### config.mk
export PLATFORM = sky130hd
export DESIGN_NAME = mc_controller
export DESIGN_NICKNAME = d
export VERILOG_FILES = /design/src/rtl/mc_controller.sv
export SDC_FILE = /design/constraint.sdc
export NUM_CORES = 1
export LEC_CHECK = 0
export CAP_MARGIN = 20
export CORE_MARGIN = 10
export CORE_UTILIZATION = 38
export CTS_CLUSTER_DIAMETER = 80
export DETAILED_ROUTE_END_ITERATION = 6
export PLACE_DENSITY = 0.81
export SYNTH_ARGS = -nofsm -noshare
export SYNTH_HDL_FRONTEND = slang
export SYNTH_SLANG_ARGS = --single-unit
export TNS_END_PERCENT = 50
### constraint.sdc
create_clock -name clk -period 1.7 [get_ports clk]
set_clock_uncertainty 0.1 [all_clocks]
set_input_delay 0.17 -clock clk [delete_from_list [all_inputs] [get_ports clk]]
set_output_delay 0.17 -clock clk [all_outputs]
set_load 0.01 [all_outputs]
### src/rtl/mc_controller.sv
// Multicycle MIPS control FSM: Moore state decode plus PC-enable and memory-handshake gating.
// Optional BNE support is enabled by defining MC_CONTROLLER_BNE_EN.
module mc_controller (
  input  logic       clk,
  input  logic       reset,
  input  logic [5:0] opcode,
  input  logic       zero,
  input  logic       mem_ready,
  output logic       pcen,
  output logic       iord,
  output logic       irwrite,
  output logic       memwrite,
  output logic       regdst,
  output logic       memtoreg,
  output logic       regwrite,
  output logic       alusrca,
  output logic [1:0] alusrcb,
  output logic [1:0] pcsrc,
  output logic [1:0] aluop,
  output logic [3:0] state,
  output logic       illegal
);

  typedef enum logic [3:0] {
    S_FETCH   = 4'd0,
    S_DECODE  = 4'd1,
    S_MEMADR  = 4'd2,
    S_MEMRD   = 4'd3,
    S_MEMWB   = 4'd4,
    S_MEMWR   = 4'd5,
    S_EXECUTE = 4'd6,
    S_ALUWB   = 4'd7,
    S_BRANCH  = 4'd8,
    S_ADDIEX  = 4'd9,
    S_ADDIWB  = 4'd10,
    S_JUMP    = 4'd11,
    S_BNE     = 4'd12,
    S_TRAP    = 4'd13
  } state_t;

  state_t state_r;
  state_t next_s;
  logic   store_r;
  logic   mr_s;
  logic   pcwrite_s;
  logic   branch_s;
  logic   branchne_s;

  // Handshake is masked during reset so no write strobe can escape while held in FETCH.
  assign mr_s  = mem_ready & ~reset;
  assign state = state_r;
  assign pcen  = pcwrite_s | (branch_s & zero) | (branchne_s & ~zero);

  // State register
  always_ff @(posedge clk or posedge reset) begin
    if (reset) begin
      state_r <= S_FETCH;
    end else begin
      state_r <= next_s;
    end
  end

  // Remember LW vs SW at decode so MEMADR does not depend on a later opcode value
  always_ff @(posedge clk or posedge reset) begin
    if (reset) begin
      store_r <= 1'b0;
    end else if (state_r == S_DECODE) begin
      store_r <= (opcode == 6'b101011);
    end else begin
      store_r <= store_r;
    end
  end

  // Next-state and Moore output decode
  always_comb begin
    next_s     = S_FETCH;
    iord       = 1'b0;
    irwrite    = 1'b0;
    memwrite   = 1'b0;
    regdst     = 1'b0;
    memtoreg   = 1'b0;
    regwrite   = 1'b0;
    alusrca    = 1'b0;
    alusrcb    = 2'b00;
    pcsrc      = 2'b00;
    aluop      = 2'b00;
    illegal    = 1'b0;
    pcwrite_s  = 1'b0;
    branch_s   = 1'b0;
    branchne_s = 1'b0;
    case (state_r)
      S_FETCH: begin
        alusrcb = 2'b01;
        if (mr_s) begin
          irwrite   = 1'b1;
          pcwrite_s = 1'b1;
          next_s    = S_DECODE;
        end else begin
          next_s = S_FETCH;
        end
      end
      S_DECODE: begin
        alusrcb = 2'b11;
        case (opcode)
          6'b100011: next_s = S_MEMADR;
          6'b101011: next_s = S_MEMADR;
          6'b000000: next_s = S_EXECUTE;
          6'b000100: next_s = S_BRANCH;
          6'b001000: next_s = S_ADDIEX;
          6'b000010: next_s = S_JUMP;
`ifdef MC_CONTROLLER_BNE_EN
          6'b000101: next_s = S_BNE;
`endif
          default:   next_s = S_TRAP;
        endcase
      end
      S_MEMADR: begin
        alusrca = 1'b1;
        alusrcb = 2'b10;
        if (store_r) begin
          next_s = S_MEMWR;
        end else begin
          next_s = S_MEMRD;
        end
      end
      S_MEMRD: begin
        iord = 1'b1;
        if (mr_s) begin
          next_s = S_MEMWB;
        end else begin
          next_s = S_MEMRD;
        end
      end
      S_MEMWB: begin
        memtoreg = 1'b1;
        regwrite = 1'b1;
        next_s   = S_FETCH;
      end
      S_MEMWR: begin
        iord     = 1'b1;
        memwrite = mr_s;
        if (mr_s) begin
          next_s = S_FETCH;
        end else begin
          next_s = S_MEMWR;
        end
      end
      S_EXECUTE: begin
        alusrca = 1'b1;
        aluop   = 2'b10;
        next_s  = S_ALUWB;
      end
      S_ALUWB: begin
        regdst   = 1'b1;
        regwrite = 1'b1;
        next_s   = S_FETCH;
      end
      S_BRANCH: begin
        alusrca  = 1'b1;
        aluop    = 2'b01;
        pcsrc    = 2'b01;
        branch_s = 1'b1;
        next_s   = S_FETCH;
      end
      S_ADDIEX: begin
        alusrca = 1'b1;
        alusrcb = 2'b10;
        next_s  = S_ADDIWB;
      end
      S_ADDIWB: begin
        regwrite = 1'b1;
        next_s   = S_FETCH;
      end
      S_JUMP: begin
        pcsrc     = 2'b10;
        pcwrite_s = 1'b1;
        next_s    = S_FETCH;
      end
`ifdef MC_CONTROLLER_BNE_EN
      S_BNE: begin
        alusrca    = 1'b1;
        aluop      = 2'b01;
        pcsrc      = 2'b01;
        branchne_s = 1'b1;
        next_s     = S_FETCH;
      end
`endif
      S_TRAP: begin
        illegal = 1'b1;
        next_s  = S_FETCH;
      end
      default: begin
        next_s = S_FETCH;
      end
    endcase
  end

endmodule
==> results_dict.tcl <==
set metrics [dict create \
    status "complete, but fails checks" \
    violations "setup timing" \
    end_kind "primary output" \
    gp_congestion 0.854 \
    clock-root-buffer "clkbuf_4" \
    cts_sinks 5 \
    cp_top_family "flip-flops" \
    grt_pass1_wl_um 3880 \
    gr-total-overflow 0 \
    timing.final.ws_setup_ns -0.0209 \
    netlist_area_um2 548 \
    syn-instance-count 74 \
    p_sw_uw 705 \
    first_global_vias 851 \
    finalSetupViolations 1 \
    first_pass_iters 4 \
    period_share 1.01 \
    start_util 0.411 \
    final_common_cell "buf_4" \
    avgSynthCellArea_um2 7.41 \
    layout_min_cycle_time_ns 1.72 \
    pwr-share-seq 0.142 \
    max_stage_delay_ns 0.44 \
    wl_per_cell_um 16.5 \
    die_area_um2 3360 \
    worstReg2RegEnd "store_r" \
    postRouteAntennaNets 0 \
    swShare 0.441 \
    cts_buffers 3 \
    slowest_stage "dfrtp_2" \
    antenna_found_initial 0 \
    worstSkewPairLatency_ns 0.24 \
    max_cap_violations 0 \
    drt-initial-drc-count 15 \
    maxSlewViolCount 0 \
    relSlewSlack 0.815 \
    power.leakage_uw 0.000481 \
    reg2reg_slack_ns 0.10 \
    yosysSeqAreaShare 0.228 \
    cts_buffer_depth 2 \
    row_count 13 \
    cp_max_fo 5 \
    final-hold-violation-count 0 \
    rr_startpoint "state[1]" \
    rsz0062_at_grt "true" \
    setup_tns_ns -0.0209 \
    routed_wl_um 2420 \
    core_um2 1330 \
    die_height_um 58.0 \
    worst_pin_slew_ns 0.275 \
    crit_arrival_ns 1.45 \
    worstSetupPathType "reg2out" \
    drive_above_1_share 0.477 \
    ys_seq_elements 5 \
    fillerInstances 78 \
    crit_required_ns 1.43 \
    h-tree-depth 1 \
    dpl.hpwl_um 1660 \
    reg2regPathDepth 5 \
    yosys_warnings 0 \
    path_clk_slew_ns 0.04 \
    antenna_cells 0 \
    final_cell_mix "buf_4, clkdlybuf4s50_1, nor2_1, clkbuf_2, nand3b_1" \
    drc_errors 0 \
    preCtsSetupSlack_ns -0.367 \
    p_per_area_nw_per_um2 1470 \
    syn2layout_area_growth_pct 98.9 \
    via_per_inst 5.53 \
    port_buffers 28 \
    cts_tree "built" \
    crit_path_start "state[0]" \
    nNetsFinal 143 \
    max_freq_ghz 0.581 \
    p_total_uw 1600 \
    crit_chain "nand2b_1 > nor2_2 > inv_1 > o21ai_0 > clkdlybuf4s15_1" \
    io_pins 29 \
    synthesis.nets 84 \
    vias 813 \
    startpoint_type "flip-flop" \
    die_w_um 58.0 \
    crit_buf_inv 2 \
    min_path_type "in2async" \
    yosysUniqueCellTypes 30 \
    power_frac_clock 0.084 \
    combinationalPowerShare 0.774 \
    vdd_ir_drop_max_mv 1.11 \
    grt_usage 0.138 \
    grt_max_degree 14 \
    internal-power_uw 895 \
]
-- area by class of cell --
class	count	area [µm²]	share of cell area
Timing Repair Buffer	58	450	0.413
Sequential cell	5	129	0.118
Clock buffer	4	26.3	0.0241
Tap cell	15	18.8	0.0172
Multi-Input combinational cell	61	450	0.413
Inverter	4	15.0	0.0138
-- per-stage QoR --
stage | instances | instance area, µm² | utilization | hold WS (ns)
after floorplan | 74 | 548 | - | -0.151
after global placement | 136 | 1000 | 0.753 | 0.402
after detailed placement | 136 | 1000 | 0.753 | 0.417
after CTS | 146 | 1080 | 0.813 | 0.268
after global routing | 147 | 1090 | 0.817 | 0.303
final | 147 | 1090 | 0.817 | 0.270
-- Yosys cell counts (all sizes together) --
cell type | count | area share
nor2 | 10 | 0.069
nand2b | 7 | 0.080
nand3b | 6 | 0.082
o21ai | 6 | 0.055
dfrtp | 5 | 0.23
nor3 | 5 | 0.046
inv | 4 | 0.027
nand2 | 4 | 0.027
clkbuf | 3 | 0.021
a21oi | 2 | 0.018
nand3 | 2 | 0.018
or3 | 2 | 0.025
xnor2 | 2 | 0.032
a2111oi | 1 | 0.050
a211oi | 1 | 0.014
a221oi | 1 | 0.016
a311oi | 1 | 0.016
a31oi | 1 | 0.011
a32o | 1 | 0.018
buf | 1 | 0.0068
mux2i | 1 | 0.018
nor2b | 1 | 0.011
nor3b | 1 | 0.014
nor4b | 1 | 0.016
o211ai | 1 | 0.014
o221a | 1 | 0.021
o22ai | 1 | 0.011
o31ai | 1 | 0.014
or4 | 1 | 0.021
-- worst max path at each step --
stage,endpoint,slack [ns],depth (start not counted)
after global placement,pcen,-0.34,5
after detailed placement,pcen,-0.37,5
after global routing,alusrca,-0.11,5
after floorplan,pcen,0.12,4
after CTS,aluop[0],-0.02,4
final,alusrca,-0.02,5
-- sequential cells by signal (all words and copies together), names as in the netlist --
register and count:
store_r 1, state 4
-- worst min-delay path, stage by stage --
cell and delay [ns]:
clkdlybuf4s50_1 0.46, buf_4 0.18, inv_1 0.16
-- what timing repair did --
action / 4_1_cts / 5_1_grt
setup buffers: 6 / 1
gates cloned: 0 / 0
pin swaps: 2 / 3
hold buffers: 0 / 0
gates resized for setup: 36 / 30
setup endpoints to repair: 15 / 14
-- metal layers --
layer / vias to the layer above / part of all wire / routed length (µm) / global-route usage
met2: 43 / 0.48 / 1170 / 0.250
met5: - / 0 / 0 / 0
li1: 388 / - / - / -
met3: 6 / 0.10 / 249 / 0.0654
met4: 0 / 0.020 / 49 / 0.0336
met1: 376 / 0.39 / 953 / 0.138
-- logic make-up after synthesis --
logic type / count (synthesis) / share of synthesized area
flops: 5 / 0.228
simple gates: 40 / 0.409
buf+inv: 8 / 0.0548
mux: 1 / 0.0183
compound gates: 18 / 0.258
xor+xnor: 2 / 0.0320
-- power groups by stage --
| stage | Clock, µW | Sequential (µW) | Combinational, µW |
|---|---|---|---|
| finish | 134 | 228 | 1240 |
| global route | 152 | 232 | 1340 |
| CTS | 138 | 225 | 1140 |
| detailed placement | 0 | 217 | 1100 |
| global placement | 0 | 214 | 1080 |
| floorplan | 0 | 224 | 467 |
(Power assumes the default switching activity.)
